File: src/rtl/nes_pkg.sv
// Shared constants for the NES pad responder: button bit positions, frame
// length and the responder FSM state encoding.
package nes_pkg;

  localparam int BTN_A      = 0;
  localparam int BTN_B      = 1;
  localparam int BTN_SELECT = 2;
  localparam int BTN_START  = 3;
  localparam int BTN_UP     = 4;
  localparam int BTN_DOWN   = 5;
  localparam int BTN_LEFT   = 6;
  localparam int BTN_RIGHT  = 7;

  localparam int NES_BITS = 8;

  localparam logic [1:0] IDLE  = 2'd0;
  localparam logic [1:0] LOAD  = 2'd1;
  localparam logic [1:0] SHIFT = 2'd2;
  localparam logic [1:0] DRAIN = 2'd3;

  // One host clock: drop bit 0 and fill from the top with a pressed (1) level,
  // so a drained frame reads as all-pressed on the wire, like a CD4021 pad.
  function automatic logic [NES_BITS-1:0] shift_fill(input logic [NES_BITS-1:0] v);
    return {1'b1, v[NES_BITS-1:1]};
  endfunction

endpackage

File: src/rtl/nes_input_sync.sv
// Multi-flop synchroniser for one asynchronous host pin, followed by a
// registered one-cycle rise/fall pulse pair.
module nes_input_sync #(
  parameter int SYNC_STAGES = 2
) (
  input  logic clk,
  input  logic rst_n,
  input  logic pin,
  output logic rise,
  output logic fall
);

  logic [SYNC_STAGES-1:0] sync;
  logic                   prev;

  always_ff @(posedge clk or negedge rst_n) begin
    if (!rst_n) begin
      sync <= '0;
      prev <= 1'b0;
      rise <= 1'b0;
      fall <= 1'b0;
    end else begin
      sync <= {sync[SYNC_STAGES-2:0], pin};
      prev <= sync[SYNC_STAGES-1];
      rise <= sync[SYNC_STAGES-1] & ~prev;
      fall <= ~sync[SYNC_STAGES-1] & prev;
    end
  end

endmodule

File: src/rtl/nes_controller_tx.sv
// Pad-side responder of the NES serial protocol: captures buttons on latch,
// shifts them out active-low A-first on host clock rises, then holds low.
module nes_controller_tx
  import nes_pkg::*;
#(
  parameter int SYNC_STAGES    = 2,
  parameter int TIMEOUT_CYCLES = 25000
) (
  input  logic       clk,
  input  logic       rst_n,
  input  logic [7:0] buttons,
  input  logic       nes_latch,
  input  logic       nes_clk,
  output logic       nes_data,
  output logic       busy,
  output logic [3:0] bits_sent,
  output logic [7:0] snapshot,
  output logic       frame_done,
  output logic       timeout
);

  localparam int TCW = $clog2(TIMEOUT_CYCLES);
  localparam logic [TCW-1:0] TC_LAST = TCW'(TIMEOUT_CYCLES - 1);

  logic [1:0]     state;
  logic [7:0]     shift_reg;
  logic [TCW-1:0] tcnt;

  logic latch_rise, latch_fall, clk_rise, clk_fall;
  logic any_edge, counting, timeout_hit;

  nes_input_sync #(.SYNC_STAGES(SYNC_STAGES)) u_latch_sync (
    .clk  (clk),
    .rst_n(rst_n),
    .pin  (nes_latch),
    .rise (latch_rise),
    .fall (latch_fall)
  );

  nes_input_sync #(.SYNC_STAGES(SYNC_STAGES)) u_clk_sync (
    .clk  (clk),
    .rst_n(rst_n),
    .pin  (nes_clk),
    .rise (clk_rise),
    .fall (clk_fall)
  );

  assign busy        = (state != IDLE);
  assign any_edge    = latch_rise | latch_fall | clk_rise | clk_fall;
  assign counting    = (state == SHIFT) || (state == DRAIN);
  assign timeout_hit = counting && !any_edge && (tcnt == TC_LAST);

  always_ff @(posedge clk or negedge rst_n) begin
    if (!rst_n) begin
      state      <= IDLE;
      shift_reg  <= '0;
      snapshot   <= '0;
      bits_sent  <= '0;
      nes_data   <= 1'b1;
      frame_done <= 1'b0;
      timeout    <= 1'b0;
      tcnt       <= '0;
    end else begin
      frame_done <= 1'b0;
      timeout    <= 1'b0;

      // Any host activity restarts the idle timer; it only runs mid-frame.
      if (any_edge || !counting || timeout_hit) tcnt <= '0;
      else                                      tcnt <= tcnt + TCW'(1);

      if (latch_rise) begin
        // A new latch always wins, including over a same-cycle clock rise.
        state     <= LOAD;
        shift_reg <= buttons;
        nes_data  <= ~buttons[BTN_A];
      end else begin
        case (state)
          IDLE: begin
            nes_data <= 1'b1;
          end
          LOAD: begin
            shift_reg <= buttons;
            nes_data  <= ~buttons[BTN_A];
            if (latch_fall) begin
              state     <= SHIFT;
              snapshot  <= buttons;
              bits_sent <= '0;
            end
          end
          SHIFT: begin
            if (clk_rise) begin
              shift_reg <= shift_fill(shift_reg);
              nes_data  <= ~shift_reg[1];
              if (bits_sent == 4'(NES_BITS - 1)) begin
                bits_sent  <= 4'(NES_BITS);
                frame_done <= 1'b1;
                state      <= DRAIN;
              end else begin
                bits_sent <= bits_sent + 4'd1;
              end
            end else if (timeout_hit) begin
              state     <= IDLE;
              timeout   <= 1'b1;
              bits_sent <= '0;
              nes_data  <= 1'b1;
            end else begin
              nes_data <= ~shift_reg[0];
            end
          end
          DRAIN: begin
            if (timeout_hit) begin
              state     <= IDLE;
              timeout   <= 1'b1;
              bits_sent <= '0;
              nes_data  <= 1'b1;
            end else begin
              nes_data <= 1'b0;
            end
          end
          default: state <= IDLE;
        endcase
      end
    end
  end

endmodule

File: config.mk
export PLATFORM = sky130hd
export DESIGN_NAME = nes_controller_tx
export DESIGN_NICKNAME = d
export VERILOG_FILES = /design/src/rtl/nes_pkg.sv /design/src/rtl/nes_input_sync.sv /design/src/rtl/nes_controller_tx.sv
export SDC_FILE = /design/constraint.sdc
export NUM_CORES = 1
export LEC_CHECK = 0
export BUFFER_PORTS_ARGS = -buffer_cell sky130_fd_sc_hd__buf_4
export CAP_MARGIN = 15
export CORE_ASPECT_RATIO = 0.5
export CORE_UTILIZATION = 25
export CTS_CLUSTER_SIZE = 30
export DETAILED_ROUTE_END_ITERATION = 12
export GPL_ROUTABILITY_DRIVEN = 0
export PLACE_DENSITY = 0.51
export SKIP_CTS_REPAIR_TIMING = 1
export SLEW_MARGIN = 10
export SYNTH_ARGS = -nofsm -noshare
export SYNTH_HDL_FRONTEND = slang
export SYNTH_SLANG_ARGS = --single-unit
File: constraint.sdc
create_clock -name clk -period 1.9 [get_ports clk]
set_clock_uncertainty 0.15 [all_clocks]
set_input_delay 0.38 -clock clk [delete_from_list [all_inputs] [get_ports clk]]
set_output_delay 0.38 -clock clk [all_outputs]
set_load 0.01 [all_outputs]
# == Yosys cells after proc, flatten, opt, wreduce, memory -nomap -nowiden ==
# Index checks and enable logic that the tools add are counted.
# classes
addsub,2
n_eq_ne,9
reduce_logical,16
bitwise,15
mux,27
# op_table
cell,n
4-bit 2-to-1 mux,4
8-bit 2-to-1 mux,2
8-bit one-hot mux with 2 select lines,1
15-bit by 1-bit adder with 15-bit output (second input constant),1
15-bit == test (second input constant),1
15-bit 2-to-1 mux,1
4-bit one-hot mux with 3 select lines,1
1-bit 2-to-1 mux,10
2-bit 2-to-1 mux,5
3-bit AND reduction,3
1-bit inverter,8
3-bit by 1-bit inequality test with 1-bit output (second input constant),2
2-bit one-hot mux with 3 select lines,1
3-bit nonzero test,2
4-bit by 1-bit adder with 4-bit output (second input constant),1
1-bit AND,4
2-bit == test (second input constant),2
4-bit by 3-bit == test with 1-bit output (second input constant),1
4-bit inequality test (second input constant),1
1-bit one-hot mux with 4 select lines,1
4-bit nonzero test,1
1-bit logical OR,3
1-bit OR,3
2-bit by 1-bit == test with 1-bit output (second input constant),1
other kinds (7),9
# word_totals
regBits,50

# == Depth between registers and ports, before layout ==
# Gate-level depths: netlist (run 1).
# logic_depth
ltp_word,10
ltp_mapped,8
ltp_nobuf,6

# == By module ==
# From an unflattened synthesis (run 1), not the netlist that was laid out.
# unflattened
cells_unflattened,200
hier_area_um2,2239.6
# modules_own_cells
module,n_inst,seq_area_each_um2,area_each_um2,cells_per_inst
nes_controller_tx,1,1002.2,1959.4,186
nes_input_sync,2,125.1,140.1,7

# == Least setup slack after synthesis (run 1) ==
# OpenSTA, ideal clock, no wires.
# synth_path
path_kind,register -> register
from,register state[1]
to,register bits_sent[1]
synth_period_minus_slack_ns,1.790
arrival_time_ns,1.515
setup_time_ns,0.126
slack_ns,0.110
n_path_buf,0
stages_incl_launch_ff,7
cell_sequence,dfrtp_1 > inv_1 > ha_1 > nor2b_1 > or4b_1 > o311ai_1 > nand2_1
# synth_between
elab_chain_cells,7
elab_cells_between_ends,12
# synth_rtl
item,line,rtl
start: declaration,nes_controller_tx.sv:25,logic [1:0] state;
start signal: assignment,nes_controller_tx.sv:55,state <= IDLE;
start signal: assignment,nes_controller_tx.sv:73,state <= LOAD;
start signal: assignment,nes_controller_tx.sv:85,state <= SHIFT;
2-bit == test,"nes_controller_tx.sv:50, nes_controller_tx.sv:77",
1-bit logical OR,nes_controller_tx.sv:50,assign counting = (state == SHIFT) || (state == DRAIN);
1-bit logical AND (2 in series),nes_controller_tx.sv:51,assign timeout_hit = counting && !any_edge && (tcnt == TC_LAST);
4-bit 2-to-1 mux (2 in series),-,
4-bit one-hot mux with 3 select lines,nes_controller_tx.sv:77,case (state)
end signal: assignment,nes_controller_tx.sv:95,bits_sent <= 4'(NES_BITS);
end signal: assignment,nes_controller_tx.sv:99,bits_sent <= bits_sent + 4'd1;
end: declaration,nes_controller_tx.sv:16,"output logic [3:0] bits_sent,"
# Parallel ways exist; a longest one is shown, timed or not.
# A chain may end at the register's enable or synchronous reset.

# == Worst setup path after layout (run 1) ==
# Ends and elaborated chain as after synthesis.

==> results.json, run 1 <==
{
  "status": "finished with violations",
  "failed_checks": "hold timing",
  "netlist_area_um2": 2396,
  "rsz0062_at_grt": "yes",
  "nNetsFinal": 279,
  "slew-limit-headroom_pct": 58.30,
  "worst_slew_pin_slew_ns": 0.6255,
  "hpwl_mm": 3.425,
  "drt_first_iter_violations": 86,
  "grt_pass1_vias": 1738,
  "setup_violations": 0,
  "maxSlewViolCount": 0,
  "timing.final.crit_period_ns": 1.867,
  "final_layout_size_suffix_gt1_share_pct": 26.05,
  "fp.dieW_um": 140.5,
  "viasPerCell": 4.566,
  "finalHoldViolCount": 49,
  "crit_type": "flop to flop",
  "die_h_um": 71.23,
  "clkTransAtPathRegs_ns": 0.06,
  "die-area_um2": 10000,
  "seq_area_frac_synth_pct": 52.27,
  "end_kind": "flop",
  "area_delta_synth_final_pct": 23.60,
  "dr_wl_met3_um": 166,
  "antenna_found_initial": 0,
  "required_ns": 1.92,
  "gr-total-overflow": 0,
  "period_share_pct": 98.25,
  "yosysUniqueCellTypes": 43,
  "timing.fmax_mhz": 535.7,
  "port_buffers": 27,
  "grt.total_usage_pct": 10.63,
  "synth_fp_nets": 240,
  "wl_met1_mm": 2.351,
  "initial_core_util_pct": 26.60,
  "total_power_mw": 3.626,
  "synth-seq-cells": 50,
  "cap_violations": 0,
  "synth_cells": 221,
  "cts_made_buffers": 5,
  "first_pass_iters": 4,
  "hp-class": "input pin to async pin",
  "clk_latency_ns": 0.28,
  "ir_worst_vdd_mv": 0.4377,
  "wl_mm": 4.943,
  "ys_warn_count": 0,
  "start_kind": "flop",
  "synthFlopType": "dfrtp_1",
  "reg2regPathDepth": 6,
  "syn-mean-instance-area_um2": 10.84,
  "cts.path.max_buffers": 2,
  "drc": 0,
  "top_layer": "met4",
  "placed_cells": 368,
  "core_um2": 9009,
  "synth_edf_count": 0,
  "final_cells": 378,
  "routedWlPerCell_um": 13.08,
  "grt_pass1_wl_mm": 8.390,
  "wl_met2_mm": 2.375,
  "antenna_left": 0,
  "cts_sinks": 50,
  "async_flop_share_pct": 100.0,
  "nFillCells": 924,
  "grt_max_degree": 51,
  "cts-root-buf": "clkbuf_16",
  "crit-reg2reg-launch": "state[1]$_DFFE_PN0P_",
  "row_count": 24,
  "p_leak_nw": 1.235,
  "reg2reg_setup_slack_ns": 0.03,
  "io_pins": 28,
  "htree_levels": 2,
  "power_density_nw_per_um2": 1224,
  "fin_hold_ws_ns": -0.02723,
  "cts_tree": "done",
  "largest_reg_flops": 15,
  "critPathMaxFanout": 6,
  "diodes": 0,
  "dr_total_vias": 1726,
  "timing.rr.end": "bits_sent[1]$_DFFE_PN0P_",
  "arrival_ns": 1.88
}
[worst max-delay path: stages, from the launching register on]
cell and delay [ns]:
dfrtp_1 0.41, inv_1 0.11, ha_1 0.21, nor2b_2 0.18, or4b_1 0.52, o311ai_2 0.09
nand2_1 0.08
[metrics by stage]
stage	hold slack [ns]	utilization (%)	area (um^2)	worst slack, ns	TNS (ns)
6_report	-0.02723	32.88	2962	0.03325	0
5_1_grt	0.02493	32.88	2962	-0.05499	-0.09051
4_1_cts	-0.008422	32.33	2913	-0.02566	-0.03617
3_5_place_dp	0.1855	30.82	2776	-0.006178	-0.006178
3_3_place_gp	0.1823	30.82	2776	0.07392	0
2_1_floorplan	-0.06559	-	2396	0.1097	0
[logic make-up after synthesis]
| logic type | share of synthesized area, % |
|---|---|
| adder cells (fa/ha/maj) | 3.655 |
| flip-flops | 52.27 |
| XOR/XNOR | 4.752 |
| AND/OR/NAND/NOR | 21.31 |
| buffers and inverters | 3.446 |
| multiplexers | 7.102 |
| AO/OA/AOI/OAI | 7.467 |
[metal layers]
| metal | vias up | track usage [%] |
|---|---|---|
| li1 | 854 | - |
| met1 | 837 | 13.66 |
| met2 | 29 | 17.56 |
| met3 | 6 | 2.807 |
| met4 | 0 | 3.744 |
| met5 | - | 0 |
[layout make-up]
| type | instances | area, um^2 | share of cell area (%) |
|---|---|---|---|
| flip-flops and latches | 50 | 1252 | 42.29 |
| well taps | 117 | 146.4 | 4.943 |
| multi-input cells | 156 | 1095 | 36.97 |
| repair buffers | 38 | 297.8 | 10.05 |
| clock buffers | 8 | 136.4 | 4.605 |
| inverters | 9 | 33.78 | 1.141 |
[how the worst max path moves through the flow]
stage                          endpoint                  from  slack, ns
4_1_cts        shift_reg[0]$_DFFE_PN0P_  state[0]$_DFFE_PN0P_      -0.03
3_3_place_gp   shift_reg[0]$_DFFE_PN0P_  state[0]$_DFFE_PN0P_       0.07
2_1_floorplan  bits_sent[1]$_DFFE_PN0P_  state[1]$_DFFE_PN0P_       0.11
5_1_grt            state[0]$_DFFE_PN0P_  state[1]$_DFFE_PN0P_      -0.05
3_5_place_dp   shift_reg[0]$_DFFE_PN0P_  state[0]$_DFFE_PN0P_     -0.006
6_report       bits_sent[1]$_DFFE_PN0P_  state[1]$_DFFE_PN0P_       0.03
[cell usage in the layout (no fill, tap or decap), drive strengths merged, types with 3 or more instances in the layout]
master,n
a21oi,4
buf,38
clkbuf,8
dfrtp,49
ha,7
inv,9
mux2,8
mux2i,8
nand2,17
nand2b,3
nand3,9
nand3b,3
nand4,5
nor2,25
nor2b,6
nor3,7
nor4,6
o21ai,13
xnor2,11
[where the power goes]
group          internal, mW  total (mW)  switching [mW]
sequential             1.32        1.48           0.158
combinational         0.640        1.30           0.662
clock                 0.490       0.849           0.359
total                  2.45        3.63            1.18
[cell usage after synthesis, types with 2 or more instances]
cell type / n / area (um^2)
nor2_1: 24 / 90.09
nor3_1: 7 / 35.03
nand3_1: 9 / 45.04
a22oi_1: 2 / 15.01
o211ai_1: 2 / 15.01
nor2b_1: 6 / 37.54
nand3b_1: 3 / 22.52
buf_2: 2 / 10.01
nor4_1: 6 / 37.54
inv_1: 9 / 33.78
ha_1: 7 / 87.58
mux2i_1: 8 / 80.08
nand2b_1: 2 / 12.51
dfrtp_1: 49 / 1226
and2_1: 2 / 12.51
nand4_1: 4 / 25.02
buf_6: 3 / 33.78
o21ai_0: 11 / 55.05
xnor2_1: 11 / 96.34
o22ai_1: 2 / 12.51
xor2_1: 2 / 17.52
nand2_1: 17 / 63.81
o21ai_1: 2 / 10.01
and4bb_2: 2 / 25.02
mux2_2: 8 / 90.09
a21oi_1: 4 / 20.02
(Power assumes the default switching activity.)
==> run 2, diff against run 1 <==
--- a/config.mk
+++ b/config.mk
@@ -11,8 +11,8 @@
 export CORE_UTILIZATION = 25
 export CTS_CLUSTER_SIZE = 30
 export DETAILED_ROUTE_END_ITERATION = 12
-export GPL_ROUTABILITY_DRIVEN = 0
 export PLACE_DENSITY = 0.51
+export SETUP_SLACK_MARGIN = 0.1
 export SKIP_CTS_REPAIR_TIMING = 1
 export SLEW_MARGIN = 10
 export SYNTH_ARGS = -nofsm -noshare
==> run 2 against run 1 <==
Net effect:
- the flow still finishes with violations (hold timing)
- maximum frequency rose by 0.66%
- largest power group unchanged
- critical path type unchanged
- sequential cell count unchanged
- via count increased by 2.4%
==> results.json, run 2 (same netlist as run 1, synthesis figures left out) <==
{
  "row_count": 24,
  "drt_first_iter_violations": 136,
  "final_core_util_pct": 34.25,
  "clkTransAtPathRegs_ns": 0.06,
  "grt_pass1_vias": 1738,
  "cts-root-buf": "clkbuf_16",
  "nFillCells": 910,
  "hpwl_mm": 3.425,
  "crit_type": "flop to flop",
  "place_area_um2": 2776,
  "core_um2": 9009,
  "htree_levels": 2,
  "fin_area_um2": 3085,
  "required_ns": 1.91,
  "fin_hold_ws_ns": -0.02977,
  "p_leak_nw": 1.270,
  "grt.total_usage_pct": 10.63,
  "initial_core_util_pct": 26.60,
  "wl_mm": 5.251,
  "first_pass_iters": 4,
  "drc": 0,
  "final_common_cell": "dfrtp_1",
  "die_h_um": 71.23,
  "place_ws_ns": -0.006178,
  "dr_total_vias": 1768,
  "gp_congestion": 0.8058,
  "cts_tree": "done",
  "seq_area_um2": 1254,
  "cts.path.max_buffers": 2,
  "largest_reg_flops": 15,
  "cts_made_buffers": 5,
  "end_kind": "flop",
  "area_delta_synth_final_pct": 28.77,
  "routedWlPerCell_um": 13.64,
  "crit-reg2reg-launch": "state[0]$_DFFE_PN0P_",
  "failed_checks": "hold timing",
  "timing.fmax_mhz": 539.2,
  "total_power_mw": 3.824,
  "slew-limit-headroom_pct": 57.84,
  "die-area_um2": 10000,
  "fp.dieW_um": 140.5,
  "final_cell_mix": "dfrtp_1, buf_4, nor2_1",
  "multi_input_area_um2": 1170,
  "arrival_ns": 1.87,
  "clk_latency_ns": 0.28,
  "io_pins": 28,
  "antenna_found_initial": 0,
  "port_buffers": 27,
  "nNetsFinal": 286,
  "critPathMaxFanout": 4,
  "hp-class": "input pin to async pin",
  "gr-total-overflow": 0,
  "placed_cells": 368,
  "final_cells": 385,
  "power_density_nw_per_um2": 1239,
  "antenna_left": 0,
  "period_share_pct": 97.61,
  "setup_ws_ns": 0.04547,
  "final_layout_size_suffix_gt1_share_pct": 31.34,
  "timing.final.crit_period_ns": 1.855,
  "reg2regPathDepth": 6,
  "status": "finished with violations",
  "grt_max_degree": 51,
  "cts_sinks": 50,
  "worst_slew_pin_slew_ns": 0.6324,
  "ir_worst_vdd_mv": 0.4524,
  "setup.worst_path.start": "state[0]$_DFFE_PN0P_",
  "maxSlewViolCount": 0,
  "viasPerCell": 4.592,
  "rsz0062_at_grt": "yes",
  "diodes": 0,
  "cap_violations": 0,
  "start_kind": "flop",
  "finalHoldViolCount": 49,
  "grt_pass1_wl_mm": 8.390,
  "tns_ns": 0,
  "setup_violations": 0
}
-- run 2: area by class of cell --
| class | count | share of cell area [%] |
|---|---|---|
| Sequential cell | 50 | 40.63 |
| Multi-Input combinational cell | 157 | 37.92 |
| Timing Repair Buffer | 44 | 11.11 |
| Tap cell | 117 | 4.745 |
| Clock buffer | 8 | 4.420 |
| Inverter | 9 | 1.176 |
-- run 2: critical path, stage by stage (launching register included) --
cell	delay, ns
dfrtp_1	0.40
inv_2	0.08
ha_4	0.16
or2_4	0.25
or4b_4	0.52
o311ai_2	0.09
nand2_1	0.07
-- run 2: where the power goes --
group | internal [mW] | leakage, nW | switching (mW) | total, mW
logic | 0.756 | 0.570 | 0.736 | 1.49
registers | 1.32 | 0.635 | 0.166 | 1.49
clock network | 0.490 | 0.0652 | 0.357 | 0.847
total | 2.57 | 1.27 | 1.26 | 3.82
-- run 2: worst paths after layout --
kind | endpoint | slack [ns]
setup / recovery | bits_sent[1]$_DFFE_PN0P_ | 0.05
hold / removal | snapshot[6]$_DFFE_PN0P_ | -0.03
setup reg to reg | bits_sent[1]$_DFFE_PN0P_ | 0.05
hold reg to reg | u_latch_sync.sync[1]$_DFF_PN0_ | 0.20
max in group asynchronous | state[1]$_DFFE_PN0P_ | 1.17
min in group clk | u_latch_sync.sync[0]$_DFF_PN0_ | 0.05
-- run 2: routing by layer --
layer | vias up | routed length [um] | track usage, %
li1 | 867 | - | -
met1 | 862 | 2494 | 13.66
met2 | 33 | 2517 | 17.56
met3 | 6 | 173 | 2.807
met4 | 0 | 65 | 3.744
met5 | - | 0 | 0
